===== src/rtl/seq_det_pkg.sv =====
// Shared types and constants for the parametrised serial pattern detector.
// Imported by seq_detect_param and seq_hit_counter.
package seq_det_pkg;

    typedef enum logic [1:0] {
        S_EMPTY = 2'd0,
        S_FILL  = 2'd1,
        S_ARMED = 2'd2
    } state_t;

    localparam int PAT_W_MIN = 2;
    localparam int PAT_W_MAX = 32;

    // Slice [PAT_W-1:0] of this for an all-compare mask of any legal width.
    localparam logic [PAT_W_MAX-1:0] MASK_ALL_ONES = '1;

endpackage


===== src/rtl/seq_hit_counter.sv =====
// Saturating hit counter with synchronous clear; clear beats increment.
// Only instantiated when SEQ_DET_HIT_CNT_EN is defined.
module seq_hit_counter
    import seq_det_pkg::*;
#(
    parameter int CNT_W = 8
) (
    input  logic             clk,
    input  logic             rst,
    input  logic             clr,
    input  logic             inc,
    output logic [CNT_W-1:0] cnt
);

    logic [CNT_W-1:0] cnt_q;
    logic [CNT_W-1:0] cnt_d;

    always_comb begin
        cnt_d = cnt_q;
        if (clr) begin
            cnt_d = '0;
        end else if (inc && (cnt_q != {CNT_W{1'b1}})) begin
            cnt_d = cnt_q + 1'b1;
        end
    end

    always_ff @(posedge clk) begin
        if (rst) begin
            cnt_q <= '0;
        end else begin
            cnt_q <= cnt_d;
        end
    end

    assign cnt = cnt_q;

endmodule


===== src/rtl/seq_detect_param.sv =====
// Serial pattern detector with programmable pattern, don't-care mask and overlap mode.
// Optional saturating hit counter (hit_cnt/cnt_clr) enabled by SEQ_DET_HIT_CNT_EN.
module seq_detect_param
    import seq_det_pkg::*;
#(
    parameter int               PAT_W   = 3,
    parameter logic [PAT_W-1:0] PAT_RST = 3'b101,
    parameter int               CNT_W   = 8
) (
    input  logic             clk,
    input  logic             rst,
    input  logic             din_vld,
    input  logic             din,
    input  logic             cfg_load,
    input  logic [PAT_W-1:0] cfg_pat,
    input  logic [PAT_W-1:0] cfg_mask,
    input  logic             cfg_ovl,
    output logic             hit,
    output logic             armed
`ifdef SEQ_DET_HIT_CNT_EN
    ,
    input  logic             cnt_clr,
    output logic [CNT_W-1:0] hit_cnt
`endif
);

    localparam int               FILL_W    = $clog2(PAT_W);
    localparam logic [FILL_W-1:0] FILL_FULL = FILL_W'(PAT_W - 1);

    if ((PAT_W < PAT_W_MIN) || (PAT_W > PAT_W_MAX) || (CNT_W < 1)) begin : g_bad_param
        $error("seq_detect_param: PAT_W must be 2..32 and CNT_W >= 1");
    end

    state_t             state_q, state_d;
    logic [PAT_W-1:0]   pat_q, pat_d;
    logic [PAT_W-1:0]   mask_q, mask_d;
    logic               ovl_q, ovl_d;
    logic [PAT_W-2:0]   hist_q, hist_d;
    logic [FILL_W-1:0]  fill_q, fill_d;
    logic               hit_q, hit_d;
    logic               armed_q, armed_d;
    logic [PAT_W-1:0]   window;
    logic               match;

    // Newest bit sits at window[0]; the oldest history bit lines up with pat_q[PAT_W-1].
    always_comb begin
        window = {hist_q, din};
        match  = (state_q == S_ARMED) && din_vld && (((window ^ pat_q) & mask_q) == '0);
    end

    always_comb begin
        pat_d  = pat_q;
        mask_d = mask_q;
        ovl_d  = ovl_q;
        hist_d = hist_q;
        fill_d = fill_q;
        hit_d  = 1'b0;
        if (cfg_load) begin
            pat_d  = cfg_pat;
            mask_d = cfg_mask;
            ovl_d  = cfg_ovl;
            hist_d = '0;
            fill_d = '0;
        end else if (din_vld) begin
            hit_d = match;
            if (match && !ovl_q) begin
                hist_d = '0;
                fill_d = '0;
            end else begin
                hist_d = window[PAT_W-2:0];
                if (fill_q != FILL_FULL) begin
                    fill_d = fill_q + 1'b1;
                end
            end
        end
    end

    // State tracks fill; for PAT_W=2 a single accepted bit arms the detector.
    always_comb begin
        state_d = state_q;
        if (cfg_load) begin
            state_d = S_EMPTY;
        end else if (din_vld) begin
            case (state_q)
                S_EMPTY: state_d = (PAT_W == PAT_W_MIN) ? S_ARMED : S_FILL;
                S_FILL:  state_d = (fill_q == (FILL_FULL - 1'b1)) ? S_ARMED : S_FILL;
                S_ARMED: state_d = (match && !ovl_q) ? S_EMPTY : S_ARMED;
                default: state_d = S_EMPTY;
            endcase
        end
        armed_d = (state_d == S_ARMED);
    end

    always_ff @(posedge clk) begin
        if (rst) begin
            state_q <= S_EMPTY;
            pat_q   <= PAT_RST;
            mask_q  <= MASK_ALL_ONES[PAT_W-1:0];
            ovl_q   <= 1'b1;
            hist_q  <= '0;
            fill_q  <= '0;
            hit_q   <= 1'b0;
            armed_q <= 1'b0;
        end else begin
            state_q <= state_d;
            pat_q   <= pat_d;
            mask_q  <= mask_d;
            ovl_q   <= ovl_d;
            hist_q  <= hist_d;
            fill_q  <= fill_d;
            hit_q   <= hit_d;
            armed_q <= armed_d;
        end
    end

    assign hit   = hit_q;
    assign armed = armed_q;

`ifdef SEQ_DET_HIT_CNT_EN
    // Counts on hit_d so hit_cnt changes on the same edge that raises hit.
    seq_hit_counter #(
        .CNT_W (CNT_W)
    ) u_hit_counter (
        .clk (clk),
        .rst (rst),
        .clr (cnt_clr),
        .inc (hit_d),
        .cnt (hit_cnt)
    );
`endif

endmodule


===== config.mk =====
export PLATFORM = sky130hd
export DESIGN_NAME = seq_detect_param
export DESIGN_NICKNAME = d
export VERILOG_FILES = /design/src/rtl/seq_det_pkg.sv /design/src/rtl/seq_hit_counter.sv /design/src/rtl/seq_detect_param.sv
export SDC_FILE = /design/constraint.sdc
export NUM_CORES = 1
export LEC_CHECK = 0
export ABC_AREA = 1
export BUFFER_PORTS_ARGS = -buffer_cell sky130_fd_sc_hd__buf_2
export CAP_MARGIN = 30
export CORE_UTILIZATION = 45
export DETAILED_ROUTE_END_ITERATION = 12
export PLACE_DENSITY_LB_ADDON = 0.1
export SYNTH_ARGS = -nofsm -noshare
export SYNTH_HDL_FRONTEND = slang
export SYNTH_SLANG_ARGS = --single-unit

===== constraint.sdc =====
create_clock -name clk -period 1.35 [get_ports clk]
set_clock_uncertainty 0.2 [all_clocks]
set_input_delay 0.2025 -clock clk [delete_from_list [all_inputs] [get_ports clk]]
set_output_delay 0.2025 -clock clk [all_outputs]
set_load 0.03 [all_outputs]

==> flow_summary.toml <==
[drt]
routed.top_layer = "met4"
drtIter0Drc = 13
ant_nets = 0
wl_met2_um = 732
drc = 0
met3_length_um = 56
vias = 677
drt_wl_total_um = 1507
via_per_inst = 4.801
wl_per_cell_um = 10.69
firstDrtPassIters = 6
wl_met1_um = 704

[setup_path]
rr_startpoint = "pat_q[0]"
worst-r2r-setup-slack_ns = -0.009
cp-end-kind = "flip-flop"
crit_path_start_kind = "flip-flop"
path_buf_inv = 1
arrival_ns = 1.34
critical_path_class = "flip-flop to flip-flop"
critical_path.top_delay_family = "simple AND/OR/NAND/NOR gates"
r2r_end = "fill_q[0]"
path_max_fanout = 6
critical_path_depth = 9
endpoint = "fill_q[0]"
max_stage_delay_ns = 0.38
cp_cell_sequence = "nand2_2 -> nand2_2 -> nor2_4 -> nor2_4 -> nand3_4 -> nand3b_1 -> nand2_1 -> inv_1 -> nor2_1"
cp_slowest_cell = "dfxtp_4"
cp.required_ns = 1.33
critPathLaunch = "pat_q[0]"
r2r_cells = 9

[global_route]
overflow = 0
grt_max_degree = 12
grt_antenna_before_repair = 0
grt_use_total_pct = 17.65
grt_pass1_wl_um = 2270
grt_pass1_vias = 581

[synthesis]
seq_area_frac_synth_pct = 42.93
synth_seq_cells = 15
yosys.area.top_type = "dfxtp_1"
synth_warnings = 0
yosys-top-cells-area = "dfxtp_1, nand2_1, inv_1"
syn_inst = 98
yosys.area.top_type_share_pct = 42.93
syn_area_um2 = 699.4
synth_fp_nets = 112
synth.avg_cell_area_um2 = 7.137
yosysUniqueCellTypes = 18

[pwr]
total_power_mw = 0.8771
p_leak_nw = 0.4762
irDropWorstVdd_v = 0.0007388
power.density_nw_per_um2 = 916.3

[final_layout]
layout_common_cells = "nand2_1, buf_2, inv_1"
fin_util_pct = 70.05
n_antenna_cell = 0
nFillCells = 136
final_common_cell = "nand2_1"
drive_gt1_share_pct = 31.75
final_cells = 141
final_cell_area_um2 = 957.2
finalNetCount = 141
area_growth_pct = 36.85

[cts]
clk_pin_slew_ns = 0.09
clk_latency_ns = 0.28
cts_root_buf = "clkbuf_4"
clock-sinks = 15
post-cts-setup-buffers = 0
htreeDepth = 1
tritoncts = "done"
cts_buffers = 3
clk_path_buf_depth = 2

[placement]
place_hpwl_um = 1051
io_buffers = 13
dpl-instance-area_um2 = 798.3
dpl.cell_count = 128
place.gp.congestion = 0.6945
place_ws_ns = -0.01278

[floorplanning]
dieArea_um2 = 1716
fp.dieW_um = 41.43
rows = 13
core_area_um2 = 1366
die_h_um = 41.43
start_util_pct = 51.19
ios = 14

[sta]
final.period_utilization_pct = 100.7
report.final.slew_viol_count = 0
min_period_ns = 1.359
rsz0062_at_grt = "yes"
worstMarginPinSlew_ns = 0.2503
relSlewSlack_pct = 83.16
worst_slack_ns = -0.009220
hold_violations = 0
finalSetupViolCount = 1
fmaxAchievable_mhz = 735.7

[min_path]
hold_path_class = "primary input to flip-flop"

[status]
status = "finished, violations left"
violations = "negative setup slack"

[job]
drv_cap = 0
logic make-up (layout without fill, tap and decap cells):
kind of cell / count (synthesis) / count (layout) / share of synthesized area (%)
and+or+nand+nor: 54 / 54 / 35.78
DFF: 15 / 15 / 42.93
buffers and inverters: 15 / 43 / 9.122
AOI/OAI and AO/OA: 12 / 12 / 8.586
adders and majority gates: 2 / 2 / 3.577
how the worst min path moves through the flow:
| stage | from | endpoint | slack (ns) | depth (start not counted) |
|---|---|---|---|---|
| finish | rst | mask_q[1] | 0.02 | 3 |
| global route | rst | pat_q[0] | 0.04 | 3 |
| CTS | rst | pat_q[0] | 0.01 | 3 |
| global placement | cfg_mask[1] | mask_q[1] | 0.21 | 3 |
| floorplan | rst | ovl_q | 0.10 | 2 |
| detailed placement | cfg_pat[0] | pat_q[0] | 0.22 | 3 |
registers in the layout, indices dropped and copies added (netlist names):
register,count
ovl_q,1
mask_q,3
pat_q,3
hit,1
hist_q,2
fill_q,2
state_q,2
armed,1
synth_stat cells:
| master | number |
|---|---|
| clkbuf_1 | 1 |
| ha_1 | 2 |
| nand3_1 | 7 |
| nor2_2 | 2 |
| nor2_1 | 11 |
| nand2_1 | 27 |
| nor4_1 | 1 |
| nand2_2 | 2 |
| o21ai_0 | 5 |
| a21oi_1 | 7 |
| nand2_4 | 1 |
| buf_6 | 1 |
| dfxtp_1 | 15 |
| inv_2 | 1 |
| nor3_1 | 1 |
| nand3b_1 | 1 |
| inv_1 | 12 |
| nand3_4 | 1 |
metrics by stage:
| step | hold WS [ns] | TNS, ns |
|---|---|---|
| CTS | 0.01308 | 0 |
| floorplan | 0.1022 | 0 |
| detailed placement | 0.2191 | -0.01849 |
| global route | 0.04128 | -0.2686 |
| global placement | 0.2130 | 0 |
| finish | 0.02317 | -0.009220 |
worst register-to-register path: stages (launching register included):
cell and delay (ns):
dfxtp_4 0.38, nand2_2 0.06, nand2_2 0.07, nor2_4 0.05, nor2_4 0.11, nand3_4 0.12, nand3b_1 0.12, nand2_1 0.07
inv_1 0.05, nor2_1 0.04
where the power goes:
| part | total, mW | leakage, nW | internal (mW) | switching, mW |
|---|---|---|---|---|
| clock network | 0.253 | 0.0150 | 0.115 | 0.138 |
| registers | 0.480 | 0.125 | 0.465 | 0.0156 |
| logic | 0.144 | 0.336 | 0.0691 | 0.0748 |
final cells by class:
type                    count  area [um^2]  share of cell area (%)
multi-input cells          68        367.9                   38.43
well taps                  15        18.77                   1.961
inverters                  13        48.80                   5.098
flip-flops and latches     15        310.3                   32.42
clock buffers               4        26.28                   2.745
repair buffers             26        185.2                   19.35
timing repair:
action,in CTS,in global routing
gates resized for setup,2,15
endpoints found under the hold margin,8,0
hold buffers,9,0
setup endpoints to repair,3,5
pin swaps,0,5
layer usage:
| layer | GRT usage [%] | vias up |
|---|---|---|
| met5 | 0 | - |
| met4 | 9.032 | 0 |
| met3 | 5.652 | 2 |
| met2 | 28.44 | 15 |
| met1 | 20.88 | 296 |
| li1 | - | 364 |
(Power assumes the default switching activity.)
